**src/rtl/ifetch_queue.sv**
```systemverilog
// Instruction fetch queue: issues sequential word fetches under credit-based flow control,
// buffers in-order memory responses and squashes in-flight fetches on a redirect.
module ifetch_queue #(
    parameter int unsigned WORD    = 32,
    parameter int unsigned ADDR    = 16,
    parameter int unsigned DEPTH   = 4,
    parameter int unsigned MAX_OUT = 2,
    parameter int unsigned RST_PC  = 0
) (
    input  logic                   clk,
    input  logic                   rst,
    output logic                   req_o,
    output logic [ADDR-1:0]        req_addr_o,
    input  logic                   gnt_i,
    input  logic                   rvalid_i,
    input  logic [WORD-1:0]        rdata_i,
    input  logic                   branch_i,
    input  logic [ADDR-1:0]        baddr_i,
    output logic                   v_o,
    output logic [WORD-1:0]        inst_o,
    output logic [ADDR-1:0]        pc_o,
    input  logic                   ready_i,
    output logic [$clog2(DEPTH):0] occ_o
);
    localparam int unsigned PW = $clog2(DEPTH);
    localparam int unsigned OW = $clog2(MAX_OUT + 1);

    logic [ADDR-1:0] fetch_pc_q, fetch_pc_d;
    logic [ADDR-1:0] resp_pc_q, resp_pc_d;
    logic [OW-1:0]   outst_q, outst_d;
    logic [OW-1:0]   drop_q, drop_d;
    logic [PW:0]     occ_q, occ_d;
    logic [PW-1:0]   wptr_q, wptr_d;
    logic [PW-1:0]   rptr_q, rptr_d;

    logic [WORD-1:0] inst_q [DEPTH];
    logic [ADDR-1:0] pc_q   [DEPTH];

    logic        accept, rsp, push, pop;
    logic [31:0] live_inflight;

    // Requests whose data will still land in the queue count against its free space.
    assign live_inflight = 32'(outst_q) - 32'(drop_q);
    assign req_o      = !rst && (32'(outst_q) < MAX_OUT)
                        && ((live_inflight + 32'(occ_q)) < DEPTH);
    assign req_addr_o = fetch_pc_q;

    assign accept = req_o && gnt_i;
    assign rsp    = rvalid_i && (outst_q != '0);
    assign push   = rsp && !branch_i && (drop_q == '0);
    assign pop    = v_o && ready_i && !branch_i;

    assign v_o    = (occ_q != '0);
    assign occ_o  = occ_q;
    assign inst_o = inst_q[rptr_q];
    assign pc_o   = pc_q[rptr_q];

    always_comb begin
        outst_d    = outst_q;
        drop_d     = drop_q;
        fetch_pc_d = fetch_pc_q;
        resp_pc_d  = resp_pc_q;
        occ_d      = occ_q;
        wptr_d     = wptr_q;
        rptr_d     = rptr_q;

        if (accept) begin
            outst_d    = outst_d + OW'(1);
            fetch_pc_d = fetch_pc_q + ADDR'(1);
        end
        if (rsp) begin
            outst_d = outst_d - OW'(1);
        end

        if (branch_i) begin
            // Everything still in flight after this edge belongs to the old path.
            drop_d     = outst_d;
            fetch_pc_d = baddr_i;
            resp_pc_d  = baddr_i;
            occ_d      = '0;
            wptr_d     = '0;
            rptr_d     = '0;
        end else begin
            if (rsp && (drop_q != '0)) begin
                drop_d = drop_q - OW'(1);
            end
            if (push) begin
                resp_pc_d = resp_pc_q + ADDR'(1);
                wptr_d    = wptr_q + PW'(1);
            end
            if (pop) begin
                rptr_d = rptr_q + PW'(1);
            end
            occ_d = occ_q + (PW + 1)'(push) - (PW + 1)'(pop);
        end
    end

    always_ff @(posedge clk or posedge rst) begin
        if (rst) begin
            fetch_pc_q <= ADDR'(RST_PC);
            resp_pc_q  <= ADDR'(RST_PC);
            outst_q    <= '0;
            drop_q     <= '0;
            occ_q      <= '0;
            wptr_q     <= '0;
            rptr_q     <= '0;
        end else begin
            fetch_pc_q <= fetch_pc_d;
            resp_pc_q  <= resp_pc_d;
            outst_q    <= outst_d;
            drop_q     <= drop_d;
            occ_q      <= occ_d;
            wptr_q     <= wptr_d;
            rptr_q     <= rptr_d;
        end
    end

    always_ff @(posedge clk) begin
        if (push) begin
            inst_q[wptr_q] <= rdata_i;
            pc_q[wptr_q]   <= resp_pc_q;
        end
    end

endmodule

```
**config.mk**
```make
export PLATFORM = sky130hd
export DESIGN_NAME = ifetch_queue
export DESIGN_NICKNAME = d
export VERILOG_FILES = /design/src/rtl/ifetch_queue.sv
export SDC_FILE = /design/constraint.sdc
export NUM_CORES = 1
export LEC_CHECK = 0
export ABC_AREA = 1
export CAP_MARGIN = 15
export CELL_PAD_IN_SITES_DETAIL_PLACEMENT = 2
export CELL_PAD_IN_SITES_GLOBAL_PLACEMENT = 2
export CORE_MARGIN = 5
export CORE_UTILIZATION = 42
export CTS_BUF_LIST = sky130_fd_sc_hd__clkbuf_4
export DETAILED_ROUTE_END_ITERATION = 6
export PLACE_DENSITY_LB_ADDON = 0.3
export REMOVE_ABC_BUFFERS = 1
export SYNTH_ARGS = -nofsm -noshare
export SYNTH_HDL_FRONTEND = slang
export SYNTH_SLANG_ARGS = --single-unit
```
**constraint.sdc**
```tcl
create_clock -name clk -period 9.85 [get_ports clk]
set_input_delay 2.4625 -clock clk [delete_from_list [all_inputs] [get_ports clk]]
set_output_delay 2.4625 -clock clk [all_outputs]
set_load 0.02 [all_outputs]
```
==> qor.yml, run 1 <==
setup_path:
  crit_top_cell: "clkdlybuf4s50_1"
  crit_cells: 5
  cpPeakStageDelay_ps: 640
  cp-start-kind: "input pin"
  path_cells: "clkdlybuf4s50_1, nor2_1, nand3_2, nor3b_2, clkdlybuf4s50_1"
  critPathTopFamily: "buffers and inverters"
  startpoint: "rst"
  worstSetupEndpoint: "req_o"
  path_class: "input pin to output pin"
  r2r_cells: 8
  worstPathMaxFanout: 2
  worstPathRequired_ps: 7390
  crit_arrival_ps: 4020
  critPathBufInv: 2
  ff2ff_setup_slack_ps: 6520
  reg2reg_to: "pc_q[3][3]"
  timing.rr.start: "outst_q[0]"
  endpoint_kind: "output pin"
  cpMaxStageDelayCell: "clkdlybuf4s50_1"
power_and_ir_drop:
  p_per_area_nw_per_um2: 245
  power.leakage_nw: 4.42
  ir_drop_v: 0.0000907
timing:
  hold_viol_final: 0
  max_slew_margin: 0.292
  fin_worst_skew_ps: 46.6
  finalSetupTns_ps: 0
  fmaxAchievable_ghz: 0.154
  setup_ws_ps: 3360
  period_share: 0.658
  hold_slack_ps: 579
  rsz0062_at_grt: "false"
  setup_viol: 0
  slew_violations: 0
  worst_pin_slew_ps: 1060
  timing.final.crit_period_ps: 6490
place:
  dp_worst_setup_slack_ps: 3350
  post-dp-hpwl_um: 17800
  place_area_um2: 11400
  finalWeightedCongestion: 0.731
  placed_cells: 1228
  port_buffers: 122
die:
  die_w_um: 163
  die_h_um: 163
  ios: 123
  start_util: 0.422
  die_area_um2: 26500
  core_area_um2: 23300
  num_rows: 56
final_layout:
  multiInputGateArea_um2: 2650
  regArea_um2: 6840
  fin_cells: 1336
  fillers: 2357
  area_delta_synth_final_pct: 24.0
  fin_area_um2: 12200
  layout-drive-gt1-share: 0.136
  fin_nets: 1041
detailed_routing:
  drt_iter0_drc: 312
  firstDrtPassIters: 4
  vias: 7127
  wire_per_inst_um: 21.7
  antenna_left: 0
  wirelength_um: 29000
  viasPerCell: 5.33
  drcViolationCount: 0
clock_network:
  cts_buffer_depth: 3
  cts_tree: "done"
  cts.sinks: 235
  clk_pin_slew_ps: 60
  post_cts_buffers: 0
  cts_buffers: 60
  cts-resized-gates: 0
  clk_latency_ps: 690
  hold_buffers: 0
  h-tree-depth: 2
  cts-root-buf: "clkbuf_4"
logic_synthesis:
  synthAdderAreaFrac: 0.0219
  ys_ff_latch: 235
  synth_xor_xnor_area_share: 0.0161
  ys_warn_count: 0
  synth_simple_gate_area_frac: 0.120
  yosysUniqueCellTypes: 38
  synth_mux_area_frac: 0.00102
  syn_avg_cell_area_um2: 12.0
  synth_compound_area_frac: 0.108
  synth-seq-area-share: 0.698
  synth_top_family_by_area: "simple AND/OR/NAND/NOR gates"
  netlist_area_um2: 9810
  syn_inst: 814
run_status:
  outcome: "complete, no violations"
global_route:
  antenna_found_initial: 1
  grt_max_degree: 97
  grt_pass1_wl_um: 46000
  grt.total_usage: 0.222
  grt_overflow: 0
  grt_pass1_vias: 8213
min_path:
  hold_class: "flop to flop"
job:
  drv_cap: 0
how the worst min path moves through the flow:
stage / slack (ps) / cells after the start / from / to
after CTS: 580 / 2 / req_addr_o[15] / req_addr_o[15]
after floorplan: 500 / 0 / resp_pc_q[10] / pc_q[0][10]
after global routing: 610 / 0 / resp_pc_q[14] / pc_q[0][14]
final: 580 / 2 / req_addr_o[15] / req_addr_o[15]
after global placement: 540 / 2 / req_addr_o[15] / req_addr_o[15]
after detailed placement: 560 / 2 / req_addr_o[15] / req_addr_o[15]
where the power goes:
part | internal [mW] | total (mW) | leakage, nW | switching [mW]
combinational | 0.344 | 0.909 | 1.70 | 0.565
sequential | 1.15 | 1.22 | 2.26 | 0.0736
clock | 0.439 | 0.846 | 0.463 | 0.406
worst register-to-register path, stage by stage, from the launching register on:
cell and delay [ps]:
dfrtp_1 370, inv_1 100, ha_1 220, nor2_2 140, inv_1 120, nor2_4 190
nand2_1 460, nor2_4 870, buf_4 520
metrics by stage:
step,power [mW],util
2_1_floorplan,1.72,-
3_3_place_gp,2.10,0.489
3_5_place_dp,2.15,0.489
4_1_cts,3.02,0.523
5_1_grt,3.16,0.523
6_report,2.98,0.523
Yosys cell counts:
master | count | area share
nor3_2 | 3 | 0.0031
nand2_2 | 1 | 0.00064
clkinv_1 | 1 | 0.00038
o211ai_1 | 10 | 0.0077
nand3_2 | 4 | 0.0041
a21oi_1 | 7 | 0.0036
mux2i_1 | 1 | 0.0010
o21ai_1 | 7 | 0.0036
o21bai_1 | 2 | 0.0015
fa_1 | 2 | 0.0041
a41oi_1 | 1 | 0.00089
a31oi_1 | 2 | 0.0013
ha_1 | 14 | 0.018
o221ai_1 | 4 | 0.0036
buf_2 | 7 | 0.0036
nand3_4 | 1 | 0.0018
xor2_1 | 10 | 0.0089
xnor2_1 | 8 | 0.0071
buf_1 | 1 | 0.00038
nand2_1 | 88 | 0.034
nand2_4 | 1 | 0.0011
clkbuf_1 | 28 | 0.011
nand3b_1 | 2 | 0.0015
nor3_1 | 4 | 0.0020
nor2_2 | 3 | 0.0019
o21ai_0 | 103 | 0.053
inv_1 | 49 | 0.019
o311ai_1 | 2 | 0.0018
nor3b_2 | 1 | 0.0013
edfxtp_1 | 192 | 0.59
nand4_1 | 8 | 0.0051
nand3_1 | 25 | 0.013
nor2_4 | 3 | 0.0034
nor2_1 | 124 | 0.047
dfrtp_1 | 43 | 0.11
o22ai_1 | 48 | 0.031
inv_2 | 3 | 0.0011
o211ai_2 | 1 | 0.0013
cells in the final DEF, fill, tap and decap left out, types with 25 or more instances in the layout:
| master | count |
|---|---|
| clkbuf_4 | 96 |
| clkdlybuf4s50_1 | 122 |
| dfrtp_1 | 41 |
| edfxtp_1 | 192 |
| inv_1 | 49 |
| nand2_1 | 88 |
| nand3_1 | 25 |
| nor2_1 | 120 |
| o21ai_0 | 103 |
| o22ai_1 | 48 |
per-layer routing:
| metal | GRT usage | wire [um] |
|---|---|---|
| met5 | 0 | 0 |
| met4 | 0.0572 | 384 |
| met3 | 0.0443 | 1280 |
| met2 | 0.406 | 15400 |
| met1 | 0.269 | 12000 |
layout make-up:
type                            count  area share
Antenna cell                        1    0.000206
Clock inverter                     11     0.00432
Sequential cell                   235       0.563
Inverter                           53      0.0164
Multi-Input combinational cell    490       0.218
Clock buffer                       96      0.0593
Timing Repair Buffer              131       0.106
Tap cell                          319      0.0328
logic make-up after synthesis:
kind of cell,after synthesis
DFF,235
adders and majority gates,16
AOI/OAI and AO/OA,187
xor gates and xnor gates,18
muxes,1
buffers and inverters,89
and+or+nand+nor,268
registers in the layout, indices dropped and copies added, names as in the netlist:
register,cells
wptr_q,2
drop_q,2
pc_q,64
resp_pc_q,16
occ_o,3
rptr_q,2
req_addr_o,16
inst_q,128
outst_q,2
Note: power is estimated with default switching activity, not from simulation.
==> run 2, diff against run 1 <==
- CORE_UTILIZATION: 42 -> 39
- clock period: 9.85 -> 6.4 ns (I/O delays scaled with it)
==> run 2 against run 1 <==
Wire length is 0.92% higher. Hold slack worse by 14 ps. Largest power group unchanged. Clock-buffer cell count up 3. Via count decreased by 0.65%. Flip-flop and latch count is the same. Register-to-register slack got worse by 3300 ps. Utilization fell by 3.3 points. Global-route usage down 1.4 points.
==> qor.yml, run 2 (same netlist as run 1, synthesis figures left out) <==
min_path:
  hold_class: "flop to flop"
  hold_depth: 0
  hp-start: "resp_pc_q[14]"
  holdPathEnd: "pc_q[0][14]"
power_and_ir_drop:
  ir_drop_v: 0.000161
  p_per_area_nw_per_um2: 378
  power.leakage_nw: 4.45
place:
  placed_cells: 1241
  finalWeightedCongestion: 0.730
  post-dp-hpwl_um: 17800
  place_area_um2: 11400
  port_buffers: 122
final_layout:
  biggestRegsByFlops: "inst_q (128), pc_q (64)"
  final_common_cell: "edfxtp_1"
  final_util: 0.490
  fin_area_um2: 12200
  fin_cells: 1349
  largest_reg_flops: 128
  final_cell_mix: "edfxtp_1, clkdlybuf4s50_1, nor2_1"
  layout-drive-gt1-share: 0.137
  area_delta_synth_final_pct: 24.7
  fin_nets: 1044
  fillers: 2508
  top_register: "inst_q"
clock_network:
  cts_buffer_depth: 3
  hold_buffers: 0
  cts.sinks: 235
  clk_pin_slew_ps: 60
  cts_tree: "done"
  cts_buffers: 61
  cts-root-buf: "clkbuf_4"
  post_cts_buffers: 0
  cts-resized-gates: 0
  h-tree-depth: 2
  clk_latency_ps: 680
global_route:
  grt_max_degree: 97
  antenna_found_initial: 1
  grt_overflow: 0
  grt_pass1_wl_um: 46500
  grt.total_usage: 0.208
  grt_pass1_vias: 8165
setup_path:
  path_cells: "inv_2, buf_4, o21ai_0, o22ai_1, clkdlybuf4s50_1"
  cp-start-kind: "flop"
  timing.rr.start: "outst_q[0]"
  ff2ff_setup_slack_ps: 3260
  r2r_cells: 8
  worstPathRequired_ps: 4800
  endpoint_kind: "output pin"
  crit_arrival_ps: 3380
  reg2reg_to: "inst_q[0][17]"
  cpMaxStageDelayCell: "buf_4"
  path_class: "flop to output pin"
  worstPathMaxFanout: 76
  cpPeakStageDelay_ps: 710
detailed_routing:
  vias: 7081
  wire_per_inst_um: 21.7
  wirelength_um: 29300
  drcViolationCount: 0
  antenna_left: 0
  drt_iter0_drc: 323
  viasPerCell: 5.25
  firstDrtPassIters: 4
timing:
  fmaxAchievable_ghz: 0.201
  finalSetupTns_ps: 0
  worst_pin_slew_ps: 987
  rsz0062_at_grt: "false"
  hold_viol_final: 0
  slew_violations: 0
  setup_viol: 0
  timing.final.crit_period_ps: 4980
  fin_worst_skew_ps: 33.0
  period_share: 0.778
  max_slew_margin: 0.342
die:
  start_util: 0.393
  ios: 123
  die_h_um: 169
  die_w_um: 169
  num_rows: 58
  die_area_um2: 28400
  core_area_um2: 25000
job:
  drv_cap: 0
run_status:
  outcome: "complete, no violations"
## run 2: cell count changes in the layout (fill, tap and decap cells not counted), sizes merged
cell | before | now
clkinvlp | 2 | 0
clkinv | 9 | 7
bufinv | 0 | 1
buf | 9 | 11
clkbuf | 96 | 99
## run 2: worst max-delay path, delay by kind of cell, from the launching register on
kind | cells | cell delay (ps)
AOI/OAI and AO/OA | 2 | 540
buffers and inverters | 3 | 1730
DFF | 1 | 430
## run 2: how the worst max path moves through the flow
stage	start	endpoint	slack [ps]	depth (start not counted)
final	rptr_q[0]	pc_o[3]	1420	5
after CTS	rptr_q[0]	pc_o[3]	1300	5
after detailed placement	rst	req_o	1660	5
after global placement	rst	req_o	1630	5
after floorplan	rptr_q[0]	inst_o[0]	700	3
after global routing	rptr_q[0]	pc_o[3]	1110	5
## run 2: through the flow
step                hold WS, ps  power, mW  worst slack [ps]
CTS                         576       4.70              1300
global route                591       4.91              1110
floorplan                   496       2.65               696
finish                      566       4.63              1420
detailed placement          557       3.32              1660
global placement            536       3.24              1630
## run 2: layer usage
metal / vias up / track usage / wire length (um) / part of all wire
met4: 0 / 0.0487 / 398 / 0.014
li1: 3271 / - / - / -
met3: 41 / 0.0341 / 1080 / 0.037
met2: 155 / 0.380 / 15400 / 0.52
met5: - / 0 / 0 / 0
met1: 3614 / 0.260 / 12500 / 0.43
## run 2: cell type report
| cell class | instances | area (um2) | share of cell area |
|---|---|---|---|
| clock buffer | 99 | 743 | 0.0608 |
| timing repair buffer | 133 | 1320 | 0.108 |
| antenna | 1 | 2.50 | 0.000205 |
| clock inverter | 8 | 56.3 | 0.00461 |
| multi-input combinational | 490 | 2650 | 0.217 |
| inverter | 53 | 199 | 0.0163 |
| sequential | 235 | 6840 | 0.560 |
| tap | 330 | 413 | 0.0338 |
## run 2: power by group
group | internal, mW | total, mW | switching [mW]
clock network | 0.730 | 1.35 | 0.615
registers | 1.77 | 1.87 | 0.105
logic | 0.532 | 1.41 | 0.876
